File: src/rtl/mem_access_unit_if.sv
// Load/store port bundle between the EX/MEM stage, the data memory and writeback.
// The slave modport is the access unit itself. The master modport is the side that drives requests and memory responses.
interface mem_access_unit_if;
    logic        reqValid;
    logic        reqWrite;
    logic        reqByte;
    logic        reqSigned;
    logic [31:0] reqAddr;
    logic [31:0] reqWData;
    logic [4:0]  rdIn;
    logic        stall;
    logic        memReq;
    logic        memWe;
    logic [31:0] memAddr;
    logic [31:0] memWData;
    logic [3:0]  memBe;
    logic        memAck;
    logic [31:0] memRData;
    logic        loadValid;
    logic [31:0] loadWord;
    logic [7:0]  loadByte;
    logic        loadIsByte;
    logic        ExtByte;
    logic [4:0]  rdOut;
    logic        accessErr;

    modport slave (
        input  reqValid, reqWrite, reqByte, reqSigned, reqAddr, reqWData, rdIn,
        input  memAck, memRData,
        output stall, memReq, memWe, memAddr, memWData, memBe,
        output loadValid, loadWord, loadByte, loadIsByte, ExtByte, rdOut, accessErr
    );

    modport master (
        output reqValid, reqWrite, reqByte, reqSigned, reqAddr, reqWData, rdIn,
        output memAck, memRData,
        input  stall, memReq, memWe, memAddr, memWData, memBe,
        input  loadValid, loadWord, loadByte, loadIsByte, ExtByte, rdOut, accessErr
    );
endinterface

File: src/rtl/mem_access_unit.sv
// Single-outstanding load/store sequencer. A load result appears two cycles after acceptance when memory acks at once.
// The stall output holds the pipeline from acceptance until memAck arrives. It also drops in the cycle a timeout fires.
module mem_access_unit #(
    parameter int unsigned MAX_WAIT = 15
) (
    input  logic             clk,
    input  logic             reset,
    mem_access_unit_if.slave bus
);
    typedef enum logic [1:0] {IDLE, BUSY, RESP} state_t;

    localparam logic [7:0] LAST_WAIT = 8'(MAX_WAIT - 1);

    state_t      r_state;
    logic        r_write;
    logic        r_byte;
    logic        r_signed;
    logic [1:0]  r_lane;
    logic [4:0]  r_rd;
    logic [7:0]  r_cnt;

    logic        w_can_accept;
    logic        w_misaligned;
    logic        w_accept;
    logic        w_reject;
    logic        w_timeout;
    logic [3:0]  w_be;
    logic [31:0] w_wdata;
    logic [31:0] w_shifted;

    assign w_can_accept = (r_state == IDLE) || (r_state == RESP);
    assign w_misaligned = !bus.reqByte && (bus.reqAddr[1:0] != 2'b00);
    assign w_accept     = w_can_accept && bus.reqValid && !w_misaligned;
    assign w_reject     = w_can_accept && bus.reqValid && w_misaligned;
    assign w_timeout    = (r_state == BUSY) && !bus.memAck && (r_cnt == LAST_WAIT);

    assign w_be      = (bus.reqWrite && bus.reqByte) ? (4'b0001 << bus.reqAddr[1:0]) : 4'hF;
    assign w_wdata   = bus.reqByte ? {4{bus.reqWData[7:0]}} : bus.reqWData;
    assign w_shifted = bus.memRData >> {r_lane, 3'b000};

    // The timeout cycle releases the pipeline, the same way an ack does.
    assign bus.stall = !reset &&
                       (w_accept || ((r_state == BUSY) && !bus.memAck && !w_timeout));

    always_ff @(posedge clk) begin
        if (reset) begin
            r_state        <= IDLE;
            r_write        <= 1'b0;
            r_byte         <= 1'b0;
            r_signed       <= 1'b0;
            r_lane         <= 2'b00;
            r_rd           <= 5'd0;
            r_cnt          <= 8'd0;
            bus.memReq     <= 1'b0;
            bus.memWe      <= 1'b0;
            bus.memAddr    <= 32'd0;
            bus.memWData   <= 32'd0;
            bus.memBe      <= 4'd0;
            bus.loadValid  <= 1'b0;
            bus.loadWord   <= 32'd0;
            bus.loadByte   <= 8'd0;
            bus.loadIsByte <= 1'b0;
            bus.ExtByte    <= 1'b0;
            bus.rdOut      <= 5'd0;
            bus.accessErr  <= 1'b0;
        end else begin
            bus.loadValid <= 1'b0;
            bus.accessErr <= 1'b0;
            case (r_state)
                IDLE, RESP: begin
                    if (w_accept) begin
                        r_write      <= bus.reqWrite;
                        r_byte       <= bus.reqByte;
                        r_signed     <= bus.reqSigned;
                        r_lane       <= bus.reqAddr[1:0];
                        r_rd         <= bus.rdIn;
                        r_cnt        <= 8'd0;
                        bus.memReq   <= 1'b1;
                        bus.memWe    <= bus.reqWrite;
                        bus.memAddr  <= {bus.reqAddr[31:2], 2'b00};
                        bus.memWData <= w_wdata;
                        bus.memBe    <= w_be;
                        r_state      <= BUSY;
                    end else begin
                        bus.accessErr <= w_reject;
                        r_state       <= IDLE;
                    end
                end
                BUSY: begin
                    if (bus.memAck) begin
                        bus.memReq     <= 1'b0;
                        r_cnt          <= 8'd0;
                        bus.loadValid  <= !r_write;
                        bus.loadWord   <= bus.memRData;
                        bus.loadByte   <= w_shifted[7:0];
                        bus.loadIsByte <= r_byte;
                        bus.ExtByte    <= r_signed;
                        bus.rdOut      <= r_rd;
                        r_state        <= RESP;
                    end else if (w_timeout) begin
                        bus.memReq    <= 1'b0;
                        r_cnt         <= 8'd0;
                        bus.accessErr <= 1'b1;
                        r_state       <= IDLE;
                    end else begin
                        r_cnt <= r_cnt + 8'd1;
                    end
                end
                default: r_state <= IDLE;
            endcase
        end
    end
endmodule

File: src/flat_wrapper.sv
// flat-port wrapper written by rule: the top's interface ports become plain ports
module mem_access_unit_flat 
#(
    parameter int unsigned MAX_WAIT = 15
)
  (clk, reset, bus_reqValid, bus_reqWrite, bus_reqByte, bus_reqSigned, bus_reqAddr, bus_reqWData, bus_rdIn, bus_memAck, bus_memRData, bus_stall, bus_memReq, bus_memWe, bus_memAddr, bus_memWData, bus_memBe, bus_loadValid, bus_loadWord, bus_loadByte, bus_loadIsByte, bus_ExtByte, bus_rdOut, bus_accessErr);
  mem_access_unit_if bus_i ();
  input  logic clk;
  input  logic reset;
  input wire logic [$bits(bus_i.reqValid)-1:0] bus_reqValid;
  input wire logic [$bits(bus_i.reqWrite)-1:0] bus_reqWrite;
  input wire logic [$bits(bus_i.reqByte)-1:0] bus_reqByte;
  input wire logic [$bits(bus_i.reqSigned)-1:0] bus_reqSigned;
  input wire logic [$bits(bus_i.reqAddr)-1:0] bus_reqAddr;
  input wire logic [$bits(bus_i.reqWData)-1:0] bus_reqWData;
  input wire logic [$bits(bus_i.rdIn)-1:0] bus_rdIn;
  input wire logic [$bits(bus_i.memAck)-1:0] bus_memAck;
  input wire logic [$bits(bus_i.memRData)-1:0] bus_memRData;
  output wire logic [$bits(bus_i.stall)-1:0] bus_stall;
  output wire logic [$bits(bus_i.memReq)-1:0] bus_memReq;
  output wire logic [$bits(bus_i.memWe)-1:0] bus_memWe;
  output wire logic [$bits(bus_i.memAddr)-1:0] bus_memAddr;
  output wire logic [$bits(bus_i.memWData)-1:0] bus_memWData;
  output wire logic [$bits(bus_i.memBe)-1:0] bus_memBe;
  output wire logic [$bits(bus_i.loadValid)-1:0] bus_loadValid;
  output wire logic [$bits(bus_i.loadWord)-1:0] bus_loadWord;
  output wire logic [$bits(bus_i.loadByte)-1:0] bus_loadByte;
  output wire logic [$bits(bus_i.loadIsByte)-1:0] bus_loadIsByte;
  output wire logic [$bits(bus_i.ExtByte)-1:0] bus_ExtByte;
  output wire logic [$bits(bus_i.rdOut)-1:0] bus_rdOut;
  output wire logic [$bits(bus_i.accessErr)-1:0] bus_accessErr;
  assign bus_i.reqValid = bus_reqValid;
  assign bus_i.reqWrite = bus_reqWrite;
  assign bus_i.reqByte = bus_reqByte;
  assign bus_i.reqSigned = bus_reqSigned;
  assign bus_i.reqAddr = bus_reqAddr;
  assign bus_i.reqWData = bus_reqWData;
  assign bus_i.rdIn = bus_rdIn;
  assign bus_i.memAck = bus_memAck;
  assign bus_i.memRData = bus_memRData;
  assign bus_stall = bus_i.stall;
  assign bus_memReq = bus_i.memReq;
  assign bus_memWe = bus_i.memWe;
  assign bus_memAddr = bus_i.memAddr;
  assign bus_memWData = bus_i.memWData;
  assign bus_memBe = bus_i.memBe;
  assign bus_loadValid = bus_i.loadValid;
  assign bus_loadWord = bus_i.loadWord;
  assign bus_loadByte = bus_i.loadByte;
  assign bus_loadIsByte = bus_i.loadIsByte;
  assign bus_ExtByte = bus_i.ExtByte;
  assign bus_rdOut = bus_i.rdOut;
  assign bus_accessErr = bus_i.accessErr;
  mem_access_unit #(.MAX_WAIT(MAX_WAIT)) u_core (.clk(clk), .reset(reset), .bus(bus_i));
endmodule
File: config.mk
export PLATFORM = sky130hd
export DESIGN_NAME = mem_access_unit_flat
export DESIGN_NICKNAME = d
export VERILOG_FILES = /design/src/rtl/mem_access_unit_if.sv /design/src/rtl/mem_access_unit.sv /design/src/flat_wrapper.sv
export SDC_FILE = /design/constraint.sdc
export NUM_CORES = 1
export LEC_CHECK = 0
export BUFFER_PORTS_ARGS = -buffer_cell sky130_fd_sc_hd__buf_2
export CORE_UTILIZATION = 30
export CTS_BUF_LIST = sky130_fd_sc_hd__clkbuf_8 sky130_fd_sc_hd__clkbuf_16
export DETAILED_ROUTE_END_ITERATION = 8
export SETUP_SLACK_MARGIN = 0.5
export SLEW_MARGIN = 40
export SYNTH_ARGS = -nofsm -noshare
export SYNTH_HDL_FRONTEND = slang
export SYNTH_SLANG_ARGS = --single-unit
File: constraint.sdc
create_clock -name clk -period 1.55 [get_ports clk]
set_clock_uncertainty 0.1 [all_clocks]
set_input_delay 0.0775 -clock clk [delete_from_list [all_inputs] [get_ports clk]]
set_output_delay 0.0775 -clock clk [all_outputs]
set_load 0.03 [all_outputs]
* After elaboration in Yosys (flattened, before gate mapping)
Cells that the tools add are included.
** Word-level totals
- Word-level logic and storage cells :: 72
- Input bits :: 108
- Register bits after elaboration :: 136
** Operators by class
- Reductions and logical operators :: 26
- $add $sub $neg :: 1
- Multiplexer cells :: 18
- Bitwise logic cells :: 2
- Shifts and indexed selects :: 2
- Eq/ne operators :: 5
** Operator list (count)
- $mux 32 :: 1
- $shr 32x5->8 :: 1
- $mux 8 :: 3
- $pmux 8 s2 :: 1
- $logic_and 1x1->1 :: 9
- $add 8x1->8 const B :: 1
- $eq 8x4->1 const B :: 1
- $mux 1 :: 7
- $logic_not 1->1 :: 6
- $reduce_and 2->1 :: 3
- $mux 2 :: 2
- $mux 4 :: 1
- $pmux 1 s2 :: 2
- $pmux 2 s2 :: 1
- $reduce_bool 2->1 :: 2
- $shl 1x2->4 const A :: 1
- $ne 3x2->1 const B :: 1
- $reduce_and 3->1 :: 1
- $reduce_or 3->1 :: 1
- $eq 2x1->1 const B :: 1
- $eq 2x2->1 const B :: 1
- $logic_not 2->1 :: 1
- $logic_or 1x1->1 :: 2
- $ne 2x1->1 const B :: 1
- other kinds (2) :: 3

* Depth between registers and ports, before layout
- Depth after elaboration :: 7
- Gate-level depth with buffers :: 7
- Gate-level depth less buffers :: 6

* Least setup slack after synthesis
No wires, ideal clock.
- Kind :: flip-flop to flip-flop
- Start point :: reg u_core.r_cnt[4]
- End point :: reg u_core.r_cnt[0]
- Cell stages (with the launch flop) :: 5
- Period minus slack after synthesis :: 1616 ps
- Path slack :: -66 ps
- Arrival time :: 1397 ps
- Required time :: 1331 ps
- Library setup time :: 119 ps
- Cell sequence :: dfxtp_1 or4_1 o21ai_1 a21o_1 nor2_1
** Between the ends
- Cells in the longest elaborated chain, start to end :: 5
** Ends and longest elaborated chain
- from (decl) :: RTL line mem_access_unit.sv:20 : logic [7:0] r_cnt;
- from (signal assigned) :: RTL line mem_access_unit.sv:106 : r_cnt <= r_cnt + 8'd1;
- $eq 8x4->1 :: RTL line mem_access_unit.sv:35 : assign w_timeout = (r_state == BUSY) && !bus.memAck && (r_cnt == LAST_WAIT);
- $logic_and 1x1->1 :: RTL line mem_access_unit.sv:35
- $mux 8 :: RTL line mem_access_unit.sv:100 : end else if (w_timeout) begin
- $mux 8 :: RTL line mem_access_unit.sv:90 : if (bus.memAck) begin
- $pmux 8 s2 :: RTL line mem_access_unit.sv:69 : case (r_state)
Every way passes these cells.
A chain may end at the register's enable or synchronous reset.

* Worst setup path in the final report
- Start point :: reg u_core.r_cnt[7]
- End point :: out bus_stall
** Between the ends
- Cells in the longest elaborated chain, start to end :: 6
** Ends and longest elaborated chain
- $eq 8x4->1 :: RTL line mem_access_unit.sv:35
- $logic_and 1x1->1 :: RTL line mem_access_unit.sv:35
- $logic_not 1->1 :: RTL line mem_access_unit.sv:43 : (w_accept || ((r_state == BUSY) && !bus.memAck && !w_timeout));
- $logic_and 1x1->1 :: RTL line mem_access_unit.sv:43
- $logic_or 1x1->1 :: RTL line mem_access_unit.sv:43
- $logic_and 1x1->1 :: RTL line mem_access_unit.sv:42 : assign bus.stall = !reset &&
- to (decl) :: RTL line flat_wrapper.sv:19 : output wire logic [$bits(bus_i.stall)-1:0] bus_stall;
Every way passes these cells.

==> out/qor.txt <==
CELLS AND AREA
----------------------------------------------------------------------------------------
Layout filler cell count                                                            1120
Multi-input logic area                                                          3660 um2
Fraction of layout instances using a drive strength above 1                        0.726
Final standard cell area without fillers                                       12400 um2
Sequential cell area in the final layout                                        2920 um2
Number of nets at the end of the flow                                               1192
Non-filler instance count after layout                                              1316
Area growth syn-to-layout                                                           135%

RUN STATUS
----------------------------------------------------------------------------------------
Outcome                                                                     finished with violations
Failing checks                                                              hold timing, setup timing

POWER
----------------------------------------------------------------------------------------
Switching power                                                                  3.00 mW
Static leakage                                                                   5.29 nW
Int Power                                                                        7.42 mW
Switching Fraction                                                                 0.288
Portion of total power attributed to the clock network                             0.373
Power per cell area                                                           842 nW/um2
Sequential power share                                                             0.367
Max VDD drop                                                                  0.000789 V
Combinational fraction of design power                                             0.259

ROUTE
----------------------------------------------------------------------------------------
Met2 Routed Length                                                              14300 um
Drt first pass iters                                                                   5
Wirelength per Cell                                                              20.8 um
Residual DRC count                                                                     0
Drt first-iter violations                                                            309
Highest routing layer actually used                                                 met4
Vias post-DR                                                                        6705
Remaining number of nets flagged by the antenna check after routing                    0
Overall routed net length                                                       27400 um
Met3 WL                                                                          1480 um
DRT met1 WL                                                                     10500 um
Vias per inst                                                                       5.09

SYNTHESIS
----------------------------------------------------------------------------------------
Number of unique standard cell types used by synthesis                                38
Number of instances in the synthesized netlist                                       627
Commonest cells in the netlist                                              202 x nand2_1, 136 x dfxtp_1, 110 x a21oi_1
Cell area after synthesis                                                       5260 um2
Most frequent cell after synthesis                                               nand2_1
Top cells by area, synth                                                    dfxtp_1 52%, nand2_1 14%, a21oi_1 10%
Syn Area/Cell                                                                   8.39 um2
Flop and latch count out of synthesis                                                136
Cell accounting for the most synthesized area                                    dfxtp_1
Count of flip-flops with a built-in enable after synthesis                             0
Number of warning messages in the yosys log                                            0
Most instantiated flip-flop cell in the synthesis netlist                        dfxtp_1
Fraction of the yosys area taken by sequential cells                               0.517
Fraction of registers with async set/reset                                             0
Share of Yosys cell area claimed by the top area cell type                         0.517

SETUP PATH
----------------------------------------------------------------------------------------
Critical path launch point type                                                 register
Worst reg2reg path depth                                                              10
Critical path startpoint                                                    u_core.r_cnt[7]$_SDFFE_PP0P_
Worst Setup End Kind                                                          output pin
Slack of the worst reg-to-reg path                                               -370 ps
Critical-path maximum fanout                                                           2
Worst endpoint required time                                                     1370 ps
Data arrival time of the worst path                                              1760 ps
Kind of critical path                                                       register to output pin
RR Startpoint                                                               u_core.r_cnt[7]$_SDFFE_PP0P_

STA
----------------------------------------------------------------------------------------
Worst setup margin                                                               -384 ps
Fin Hold WS                                                                     -45.1 ps
Setup violators final                                                                127
Fmax achieved                                                                  0.517 GHz
Final period util                                                                   1.25
RSZ-0062 raised after global routing                                                true
Number of hold violations in the final report                                         13
Shortest period the worst path allows                                            1930 ps
Count of final max-slew check failures                                                 0

CLOCK TREE
----------------------------------------------------------------------------------------
Reg clk slew, reported paths                                                       60 ps
Maximum root-to-sink buffer count                                                      2
Clk Latency, worst-skew pair                                                      410 ps
Depth of the CTS H-tree                                                                4
TritonCTS clock tree                                                                 yes
Root Buffer                                                                    clkbuf_16
Clock buffer count from CTS                                                           17
Clock tree sinks                                                                     136
Hold buffer count at cts                                                             103

GLOBAL ROUTING
----------------------------------------------------------------------------------------
Via count of the first global-routing pass                                          6463
Number of antenna violations at the first check in global routing                      1
Overall global routing resource usage                                              0.251
Pin count of the biggest net entering global routing                                  37
Global-route wire length before repair                                          34600 um
Residual overflow from global routing                                                  0

FLOORPLAN
----------------------------------------------------------------------------------------
Die Ht                                                                            134 um
Total Die Area                                                                 18100 um2
Placement row count                                                                   48
Initial core utilization                                                           0.305
Die boundary width                                                                134 um
I/O Pins                                                                             228
Area of the core                                                               17200 um2

WORST HOLD PATH
----------------------------------------------------------------------------------------
Critical hold path startpoint                                                      reset
Hold depth                                                                             2
Class of the most critical hold timing path                                 input pin to register

PLACED DESIGN
----------------------------------------------------------------------------------------
Routability Congestion                                                             0.794
Total half-perimeter wirelength after legalization and detailed placement       11200 um
Number of port buffers                                                               225
Inst Count DP                                                                       1058
Placement Cell Area                                                             6910 um2

FLOW RUN
----------------------------------------------------------------------------------------
Max capacitance violation total                                                        0

## logic make-up (layout without fill, tap and decap cells)
kind of cell,after synthesis,count (layout),share of synthesized area
and+or+nand+nor,256,256,0.196
other,1,3,0.000713
xor gates and xnor gates,1,1,0.00166
DFF,136,136,0.517
buffers and inverters,51,513,0.0438
muxes,26,26,0.0685
AOI/OAI and AO/OA,154,154,0.167
adders and majority gates,2,2,0.00476
## state kept, by name, indices dropped and copies added (netlist names)
register / cells
u_core.bus.rdOut: 5
u_core.bus.loadIsByte: 1
u_core.r_lane: 2
u_core.bus.accessErr: 1
u_core.bus.memWData: 32
u_core.bus.loadWord: 32
u_core.bus.loadByte: 8
u_core.r_write: 1
u_core.r_byte: 1
u_core.r_signed: 1
u_core.bus.memBe: 4
u_core.r_state: 2
u_core.r_rd: 5
u_core.bus.ExtByte: 1
u_core.bus.loadValid: 1
u_core.bus.memReq: 1
u_core.r_cnt: 8
u_core.bus.memAddr: 30
## layer usage
layer / vias to the layer above / track usage
met5: - / 0
met4: 0 / 0.106
met3: 86 / 0.0624
met2: 298 / 0.445
met1: 3270 / 0.286
li1: 3051 / -
## path summary, 6_finish.rpt
kind | endpoint
setup / recovery | bus_stall
hold / removal | u_core.bus.memBe[3]$_SDFFE_PP0P_
setup reg to reg | u_core.r_state[0]$_SDFFE_PP0P_
hold reg to reg | u_core.bus.rdOut[1]$_SDFFE_PP0P_
## power by group through the flow
| stage | clock network, mW | registers, mW | logic, mW |
|---|---|---|---|
| floorplan | 0 | 4.12 | 0.603 |
| global placement | 0 | 3.83 | 1.33 |
| detailed placement | 0 | 3.84 | 1.34 |
| CTS | 3.91 | 3.80 | 2.19 |
| global route | 4.11 | 3.84 | 2.82 |
| finish | 3.89 | 3.83 | 2.70 |
## metrics by stage
stage / hold WS (ps) / power, mW / utilization / worst slack, ps / setup TNS [ps]
after global placement: 220 / 5.17 / 0.401 / -25.4 / -154
final: -45.1 / 10.4 / 0.718 / -384 / -9790
after floorplan: 106 / 4.72 / - / 41.2 / 0
after CTS: -63.7 / 9.90 / 0.617 / -415 / -5970
after detailed placement: 224 / 5.18 / 0.401 / -43.6 / -250
after global routing: -24.9 / 10.8 / 0.718 / -429 / -17190
## what timing repair did
item / 4_1_cts / 5_1_grt
buffers inserted: 53 / 49
setup endpoints to repair: 254 / 254
hold endpoints to repair: 112 / 13
pin swaps: 102 / 105
gates resized for setup: 341 / 481
cloned: 23 / 2
## cell type report
class / count / share of cell area
clock buffers: 19 / 0.0366
flip-flops and latches: 136 / 0.236
repair buffers: 484 / 0.401
diodes: 1 / 0.000202
clock inverters: 8 / 0.00697
well taps: 225 / 0.0227
multi-input cells: 441 / 0.296
inverters: 2 / 0.000606
## placed cells by master (no fill, tap or decap), drive strengths merged, types with 4 or more instances in the layout
cell,instances
inv,5
dlygate4sd3,103
clkbuf,21
buf,379
nor2,28
mux2i,18
o21ai,7
a211oi,20
nand3,4
mux4,8
nand2,202
a32oi,6
or3,4
dfxtp,136
a21oi,110
## worst max-delay path, stage by stage (launching register included)
cell	delay, ps
dfxtp_1	310
or4_4	560
o21ai_4	160
buf_6	120
a21oi_2	50
buf_6	150
Note: power is estimated with default switching activity, not from simulation.
